## src/rtl/seg7_display_driver.sv

```systemverilog
// seg7_display_driver: shows a captured 16-bit word as 4 hex digits on a multiplexed
// common-anode 7-segment display, with optional leading-zero blanking.
module seg7_display_driver #(
    parameter int REFRESH_DIV     = 100000,
    parameter bit LEAD_ZERO_BLANK = 1'b0
) (
    input  logic        clk,
    input  logic        reset,
    input  logic [15:0] data_in,
    input  logic        load,
    input  logic        blank,
    output logic [3:0]  an,
    output logic [6:0]  seg,
    output logic        dp,
    output logic        frame_done
);
    localparam int CW = $clog2(REFRESH_DIV);
    localparam logic [CW-1:0] CMAX = CW'(REFRESH_DIV - 1);
    localparam logic [6:0] HEX [16] = '{
        7'h40, 7'h79, 7'h24, 7'h30, 7'h19, 7'h12, 7'h02, 7'h78,
        7'h00, 7'h10, 7'h08, 7'h03, 7'h46, 7'h21, 7'h06, 7'h0E
    };
    logic [CW-1:0] cnt_q, cnt_d;
    logic [1:0]    dig_q, dig_d;
    logic [15:0]   disp_q, disp_d;
    logic [3:0]    an_q, an_d;
    logic [6:0]    seg_q, seg_d;
    logic          dp_q, dp_d, frame_done_q, frame_done_d;
    logic          wrap, dark, off;
    logic [3:0]    nib;
    always_comb begin
        wrap         = cnt_q == CMAX;
        cnt_d        = wrap ? '0 : cnt_q + 1'b1;
        dig_d        = wrap ? dig_q + 2'd1 : dig_q;
        disp_d       = load ? data_in : disp_q;
        nib          = disp_q[{dig_q, 2'b00} +: 4];
        // a digit is a leading zero when it and every higher nibble are zero
        dark         = LEAD_ZERO_BLANK && dig_q != 2'd0 && (disp_q >> {dig_q, 2'b00}) == 16'd0;
        off          = blank || dark;
        an_d         = off ? 4'hF : ~(4'b0001 << dig_q);
        seg_d        = off ? 7'h7F : HEX[nib];
        dp_d         = off || dig_q != 2'd2;
        frame_done_d = wrap && dig_q == 2'd3;
    end
    always_ff @(posedge clk or negedge reset) begin
        if (!reset) begin
            cnt_q        <= '0;
            dig_q        <= 2'd0;
            disp_q       <= 16'd0;
            an_q         <= 4'hF;
            seg_q        <= 7'h7F;
            dp_q         <= 1'b1;
            frame_done_q <= 1'b0;
        end else begin
            cnt_q        <= cnt_d;
            dig_q        <= dig_d;
            disp_q       <= disp_d;
            an_q         <= an_d;
            seg_q        <= seg_d;
            dp_q         <= dp_d;
            frame_done_q <= frame_done_d;
        end
    end
    assign an         = an_q;
    assign seg        = seg_q;
    assign dp         = dp_q;
    assign frame_done = frame_done_q;
endmodule

```

## config.mk

```make
export PLATFORM = sky130hd
export DESIGN_NAME = seg7_display_driver
export DESIGN_NICKNAME = d
export VERILOG_FILES = /design/src/rtl/seg7_display_driver.sv
export SDC_FILE = /design/constraint.sdc
export NUM_CORES = 1
export LEC_CHECK = 0
export CAP_MARGIN = 40
export CORE_UTILIZATION = 45
export DETAILED_ROUTE_END_ITERATION = 12
export PLACE_DENSITY = 0.68
export SLEW_MARGIN = 0
export SYNTH_ARGS = -nofsm -noshare
export SYNTH_HDL_FRONTEND = slang
export SYNTH_SLANG_ARGS = --single-unit
```

## constraint.sdc

```tcl
create_clock -name clk -period 3 [get_ports clk]
set_clock_uncertainty 0.2 [all_clocks]
set_input_delay 0.6 -clock clk [delete_from_list [all_inputs] [get_ports clk]]
set_output_delay 0.6 -clock clk [all_outputs]
set_load 0.01 [all_outputs]
```

* After elaboration in Yosys (flattened, before gate mapping) *
Memories as Yosys holds them, arrays and structs flattened.
Index checks and enable logic that the tools add are counted.

storage, ports and cells
  bits in registers = 48
  ROM bits = 112
  input bits = 20
  output and inout port bits = 13
  logic and storage cells = 25
  memories kept = 1

memories
  name              words  width  read ports  clocked after memory_dff  wr ports  RTL line  RTL
  (name not given)  16     7      1           0                         0         41        seg_d = off ? 7'h7F : HEX[nib];

operators by class
  add/sub/neg operators = 2
  $lt $le $gt $ge = 1
  equality and inequality tests = 3
  shifts and indexed selects = 2
  mux-type cells = 5
  bitwise operators = 2
  reductions and logical operators = 2

operators with widths
  operator                                                  count
  2-to-1 mux 7 bit                                          3
  adder 17 x 1 -> 17 bit, second input constant             1
  == test 17 bit, second input constant                     1
  2-to-1 mux 17 bit                                         1
  indexed part select 16 x 5 -> 4 bit                       1
  greater-or-equal comparator 5 bit, second input constant  1
  inverter 4 -> 5 bit                                       1
  2-to-1 mux 4 bit                                          1
  inverter 4 bit                                            1
  left shift 1 x 2 -> 4 bit, first input constant           1
  adder 2 x 1 -> 2 bit, second input constant               1
  == test 2 bit, second input constant                      1
  != test 2 bit, second input constant                      1
  logical AND 1 bit                                         1
  logical OR 1 bit                                          1

* Longest topological paths before layout *
Gate-level depths: netlist of run 1.

  depth in word-level cells = 6
  mapped depth = 7
  gate-level depth less buffers = 6

* Worst setup path before layout of run 1 *
Ideal clock, no wire load.

  path type = register to register
  start point = register dig_q[0]
  end point = register seg_q[3], in the netlist seg[3]
  library setup time = 87 ps
  arrival time = 1810 ps
  data required time = 2713 ps
  slack = 903 ps
  stages on the path, launching flop included = 7
  buffers on the path = 1
  period minus slack after synthesis = 2097 ps
  cell sequence = dfrtp_1 > buf_2 > mux4_2 > ha_1 > or2_2 > a21oi_1 > o21ai_0

on the way
  cells in the longest elaborated chain, start to end = 6

RTL lines
  what                                                  RTL line  RTL
  start, declared                                       24        logic [1:0] dig_q, dig_d;
  start signal, assigned                                56        dig_q <= dig_d;
  indexed part select 16 x 5 -> 4 bit                   36        nib = disp_q[{dig_q, 2'b00} +: 4];
  inverter 4 -> 5 bit (not written as such)             41
  memory (16 x 7 bit)                                   n/a
  2-to-1 mux 7 bit (not written as such) (2 in series)  41
  2-to-1 mux 7 bit                                      41
  net seg_d[3]                                          27        logic [6:0] seg_q, seg_d;
  end signal, assigned                                  59        seg_q <= seg_d;
  end, declared                                         27

The timed path passes the listed nets, and every way through them passes these cells. The select of a mux whose other input is x is not followed.
A chain may end at the register's enable or synchronous reset.

* Final worst setup path of run 1 *
  start point = register cnt_q[11]
  end point = register dig_q[1]

on the way
  cells in the longest elaborated chain, start to end = 1

RTL lines
  what                    RTL line  RTL
  start, declared         23        logic [CW-1:0] cnt_q, cnt_d;
  start signal, assigned  55        cnt_q <= cnt_d;
  == test 17 bit          32        wrap = cnt_q == CMAX;

Every way passes these cells.

==> results of run 1 <==
## worst max-delay path: stages (launching register included)
cell	delay (ps)
dfrtp_1	430
or4_1	560
nor4b_2	260
and4_1	220
buf_4	170
mux2_2	340
## flip-flops by register name, summed over array words and instances, names as in the netlist
| signal | count |
|---|---|
| an | 4 |
| frame_done | 1 |
| cnt_q | 17 |
| disp_q | 16 |
| dig_q | 2 |
| seg | 7 |
## final cells by class
type                    instances  area, um2
fillers                       381       2030
repair buffers                 34        343
inverters                       7       26.3
clock buffers                   5       68.8
clock inverters                 3       20.0
well taps                      67       83.8
flip-flops and latches         47       1190
multi-input cells             117        961
## power breakdown
group          internal, uW  switching [uW]
Clock                   162             211
Sequential              675            13.9
Combinational          91.8            71.3
Total                   929             296
## worst max path at each step
stage,startpoint,depth (start not counted),slack (ps),end
3_5_place_dp,cnt_q[11],5,710,dig_q[1]
5_1_grt,cnt_q[11],5,550,dig_q[1]
2_1_floorplan,dig_q[0],6,900,seg[3]
4_1_cts,cnt_q[11],5,680,dig_q[1]
3_3_place_gp,cnt_q[11],5,770,dig_q[1]
6_report,cnt_q[11],5,680,dig_q[1]
## per-layer routing
layer | wire length, um | global-route usage [%] | vias up | part of all wire (%)
li1 | - | - | 695 | -
met1 | 1730 | 22.0 | 696 | 46
met2 | 1750 | 25.2 | 42 | 47
met3 | 205 | 4.86 | 8 | 5.5
met4 | 63 | 7.41 | 0 | 1.7
met5 | 0 | 0 | - | 0
## cell families after synthesis
logic type / count (synthesis)
AO/OA/AOI/OAI: 15
AND/OR/NAND/NOR: 54
buffers and inverters: 15
flip-flops: 47
adder cells (fa/ha/maj): 11
XOR/XNOR: 15
multiplexers: 22
## layout by cell type, fill, tap and decap left out, types with 3 or more instances in the layout
master	n
a21oi_1	3
and3_1	3
and4_1	3
clkbuf_8	5
clkdlybuf4s50_1	31
dfrtp_1	36
dfstp_2	11
ha_1	11
inv_1	6
mux2_2	17
mux4_2	4
nand2_1	15
nand2b_1	3
nand3_1	4
nand4_1	5
nor2_1	9
nor3_1	3
xnor2_1	12
xor2_1	3
## stage by stage
step / util (%) / power [uW] / cells
after floorplan: - / 786 / 179
after global placement: 54.7 / 856 / 271
after detailed placement: 55.1 / 866 / 272
after CTS: 57.0 / 1240 / 280
after global routing: 57.0 / 1290 / 280
final: 57.0 / 1230 / 280
==> results.md, run 1 <==
* # rows at 25
* Syn Inst Count at 179
* CTS tree: built
* NumNets Final at 243
* Setup TNS Final at 0 ps
* Clock transition at the registers of the reported paths at 90 ps
* Netlist cell types at 41
* Gr usage total at 16.6%
* Number of DRC markers in iteration 0 at 120
* # diodes at 0
* Total CTS buffers at 5
* CORE AREA at 4720 um2
* Share of the yosys chip area belonging to registers at 53.5%
* Slew @ Worst Pin at 676 ps
* Ys async rst share at 100%
* Final Slew Violations at 0
* Max-cap viol count at 0
* Final worst slack at 682 ps
* Worst min path class: primary input to async pin
* Post-Syn Nets at 210
* Gr ovfl total at 0
* Flops & latches, synth at 47
* Die Wd at 72.3 um
* Total wire length at 3750 um
* Worst R2R Path Depth at 5
* Post-route DRC at 0
* R2R Path Start: cnt_q[11]
* Synth top area share at 40.5%
* Finished Cell Area at 2690 um2
* Compound-Gate Fraction of Synth Area at 4.56%
* Post-route clock period utilization at 77.3%
* Post-Syn Area at 2220 um2
* Worst setup SP type: flop
* H-tree levels at 2
* CTS Sinks at 47
* Hpwl dp at 2860 um
* RSZ-0062 raised after global routing: false
* Setup bufs post-CTS at 0
* Setup violators final at 0
* Place WS at 708 ps
* Hold Vio Cnt, Final at 0
* Multiplexer share of the synthesized area at 13.1%
* Maximum clock path buffer count at 2
* Post-CTS sizing at 0
* Lkg Pwr at 0.00110 uW
* Avg Cell Area, Syn at 12.4 um2
* Min Hold Slack at 37.6 ps
* Number of synthesized flops with an enable pin at 0
* Hold Buf Count CTS at 0
* Slew Limit Headroom at 54.8%
* Xor/xnor cell area share of the yosys netlist at 5.91%
* Initial antenna violation count at 0
* Worst R2R Setup Slack at 680 ps
* Synthesis-to-layout area growth at 21.2%
* Drt pass-1 iters at 4
* Cell with the most instances after synthesis: dfrtp_1
* Synth top cells by count: dfrtp_1, mux2_2, nand2_1
* Starting density of the core at 47.0%
* Outcome: completed
* Largest cells by area after synthesis: dfrtp_1, dfstp_2, mux2_2
* Reg2reg end: dig_q[1]
* Peak VDD IR at 0.280 mV
* Die height at 72.3 um
* Simple-Gate Fraction of Synth Area at 13.5%
* Largest net degree at the start of global routing at 29
* Yosys warning total at 0
* First-pass GRT wire length at 6600 um
* Data arrival time of the critical path at 2290 ps
* Final min period at 2320 ps
* Adder-Cell Fraction of Synth Area at 6.19%
* DR WL/cell at 13.4 um
* Max Fanout on Critical Path at 11
* Largest family of logic cells by synthesized area: simple AND/OR/NAND/NOR gates
* Share of cells above drive strength 1 at 22.5%
* Area leader, netlist: dfrtp_1
* Vias in the first global route at 1477
* Gpl congestion at 0.881
* Final ANT Viol Nets at 0
* Main synth FF type: dfrtp_1
* Top Ports at 33
* CP endpoint kind: flop
* PwrDens at 455 nW/um2
* Req. time, crit path at 2980 ps
* Vias at 1441
* Clk_lat worst skew at 290 ps
* Port Buffer Count at 32
* Critical path class: flop to flop
* Cell Area, Placed at 2600 um2
* F_max at 0.431 GHz
* Root Driver: clkbuf_8
* Die area at 5220 um2
* Avg Vias per Cell at 5.15
Power figures use the tool's default switching activity.
==> run 2: changes to the inputs <==
- PLACE_DENSITY: 0.68 -> 0.71
- clock period: 3 -> 2.13 ns (I/O delays scaled with it)
==> run 2 against run 1 <==
  * Utilization rose by 3.1 points
  * Critical endpoint is now seg[3]
  * Power rose by 54%
  * Highest routed layer unchanged
  * Non-clock buffer count rose by 12
==> results.md, run 2 (same netlist as run 1, synthesis figures left out) <==
* Critical-path top delay cell: mux4_2
* # diodes at 0 (unchanged)
* Post-route DRC at 0 (unchanged)
* Total wire length at 3970 um (+6.0%)
* Max Fanout on Critical Path at 5 (-6)
* Worst setup SP type: flop
* Setup violators final at 0 (unchanged)
* DR WL/cell at 13.6 um (+1.7%)
* Finished Cell Area at 2840 um2 (+5.5%)
* Top Ports at 33 (unchanged)
* Max reg flops at 17 (unchanged)
* CP bufs+invs at 0 (-1)
* # rows at 25 (unchanged)
* Starting density of the core at 47.0% (unchanged)
* Leading cell types in the layout, fill and taps excluded: dfrtp_1, clkdlybuf4s50_1, mux2_2
* Synthesis-to-layout area growth at 27.8%
* Die height at 72.3 um (unchanged)
* Drt pass-1 iters at 4 (unchanged)
* PwrDens at 663 nW/um2 (+46%)
* H-tree levels at 2 (unchanged)
* Crit-path max cell delay at 590 ps (+30 ps)
* Root Driver: clkbuf_8
* Die Wd at 72.3 um (unchanged)
* Data arrival time of the critical path at 2070 ps (-220 ps)
* Initial antenna violation count at 0 (unchanged)
* Largest register by flop count: cnt_q
* Fillcell total at 398 (+4.5%)
* Post-route clock period utilization at 96.7% (+19 points)
* Largest net degree at the start of global routing at 26 (-10%)
* Number of DRC markers in iteration 0 at 76 (-37%)
* Final min period at 2060 ps (-259 ps)
* Total CTS buffers at 5 (unchanged)
* Gr ovfl total at 0 (unchanged)
* CTS tree: built
* NumNets Final at 255 (+4.9%)
* Clock power frac at 35.7% (+5.3 points)
* Vias in the first global route at 1412 (-4.4%)
* Final Slew Violations at 0 (unchanged)
* Slew @ Worst Pin at 534 ps (-142 ps)
* Total Power Consumption at 1880 uW (+54%)
* Final ANT Viol Nets at 0 (unchanged)
* Vias at 1484 (+3.0%)
* Crit path max-delay family: multiplexers
* Switching Power at 416 uW (+41%)
* Port Buffer Count at 32 (unchanged)
* Slew Limit Headroom at 64.4% (+9.6 points)
* Cell Area, Placed at 2670 um2 (+2.6%)
* Gpl congestion at 0.842 (-4.3%)
* Critical path class: flop to flop
* Avg Vias per Cell at 5.08 (-1.2%)
* Sw frac at 22.1% (-2.1 points)
* Worst min path class: flop to flop
* Leading cell type in the layout, fill and taps excluded: dfrtp_1
* F_max at 0.486 GHz (+13%)
* Share of cells above drive strength 1 at 28.4% (+5.9 points)
* Clock transition at the registers of the reported paths at 80 ps (about the same)
* Maximum clock path buffer count at 2 (unchanged)
* Combinational share of power at 12.7% (-0.6 points)
* First-pass GRT wire length at 6810 um (+3.1%)
* CTS Sinks at 47 (unchanged)
* Power Internal at 1470 uW (+58%)
* Peak VDD IR at 0.398 mV (+42%)
* Clk_lat worst skew at 290 ps (about the same)
* Lkg Pwr at 0.00118 uW (+7.3%)
* Hpwl dp at 2880 um (+0.69%)
* Flop pwr share at 51.6% (-4.6 points)
* Hold Vio Cnt, Final at 0 (unchanged)
* Req. time, crit path at 2140 ps (-840 ps)
* Outcome: completed
* CP cell instances: mux4_2 > ha_2 > or2_2 > a21oi_1 > o21ai_0
* Die area at 5220 um2 (unchanged)
* CORE AREA at 4720 um2 (unchanged)
* Worst R2R Setup Slack at 70 ps (-610 ps)
* CP endpoint kind: flop
* Gr usage total at 16.9% (+0.38 points)
* Max-cap viol count at 0 (unchanged)
-- run 2: changes by cell type in the layout (fill, tap and decap cells not counted), sizes merged --
cell,before,now
dlygate4sd3,0,1
bufinv,0,1
clkinvlp,2,0
clkbuf,5,6
buf,3,14
-- run 2: path summary, 6_finish.rpt --
path / from / to / depth (start not counted)
max: dig_q[0] / seg[3] / 5
min: cnt_q[0] / cnt_q[0] / 1
max reg2reg: dig_q[0] / seg[3] / 5
min reg2reg: cnt_q[0] / cnt_q[0] / 1
max in group asynchronous: reset / an[1] / 3
min in group asynchronous: reset / disp_q[1] / 2
-- run 2: metal layers --
metal | track usage [%] | vias up | wire length, um
met5 | 0 | - | 0
met4 | 6.54 | 0 | 69
met3 | 3.75 | 8 | 127
met2 | 23.8 | 41 | 1770
met1 | 25.6 | 720 | 2000
li1 | - | 715 | -
-- run 2: timing repair --
item	CTS	global route
hold buffers	1	0
pin swaps	0	0
resized for setup	1	7
cloned	0	0
endpoints found under the hold margin	20	0
setup buffers	0	2
endpoints found under the setup margin	4	9
-- run 2: per-stage QoR --
stage	std cells	setup WS [ps]	TNS, ps	utilization (%)	hold WS, ps
final	292	70.5	0	60.1	290
after floorplan	179	33.2	0	-	-69.6
after CTS	290	28.7	0	59.3	298
after global routing	292	-0.0462	-0.0462	60.1	318
after detailed placement	281	-40.2	-40.2	56.6	247
after global placement	281	65.2	0	56.6	237
-- run 2: cell type report --
class	instances	area [um2]	share of cell area, %
well taps	67	83.8	2.95
flip-flops and latches	47	1190	41.9
repair buffers	46	439	15.5
multi-input cells	117	982	34.6
inverters	7	26.3	0.925
clock inverters	2	35.0	1.23
clock buffers	6	82.6	2.91
-- run 2: power by group through the flow --
| stage | clock (uW) | sequential [uW] | combinational [uW] |
|---|---|---|---|
| floorplan | 0 | 992 | 116 |
| CTS | 692 | 972 | 240 |
| detailed placement | 0 | 990 | 238 |
| finish | 672 | 972 | 239 |
| global route | 723 | 978 | 263 |
| global placement | 0 | 989 | 233 |
-- run 2: worst register-to-register path, cell delays in order (launching register included) --
cell     delay [ps]
dfrtp_2         430
mux4_2          590
ha_2            210
or2_2           280
a21oi_1         170
o21ai_0         110
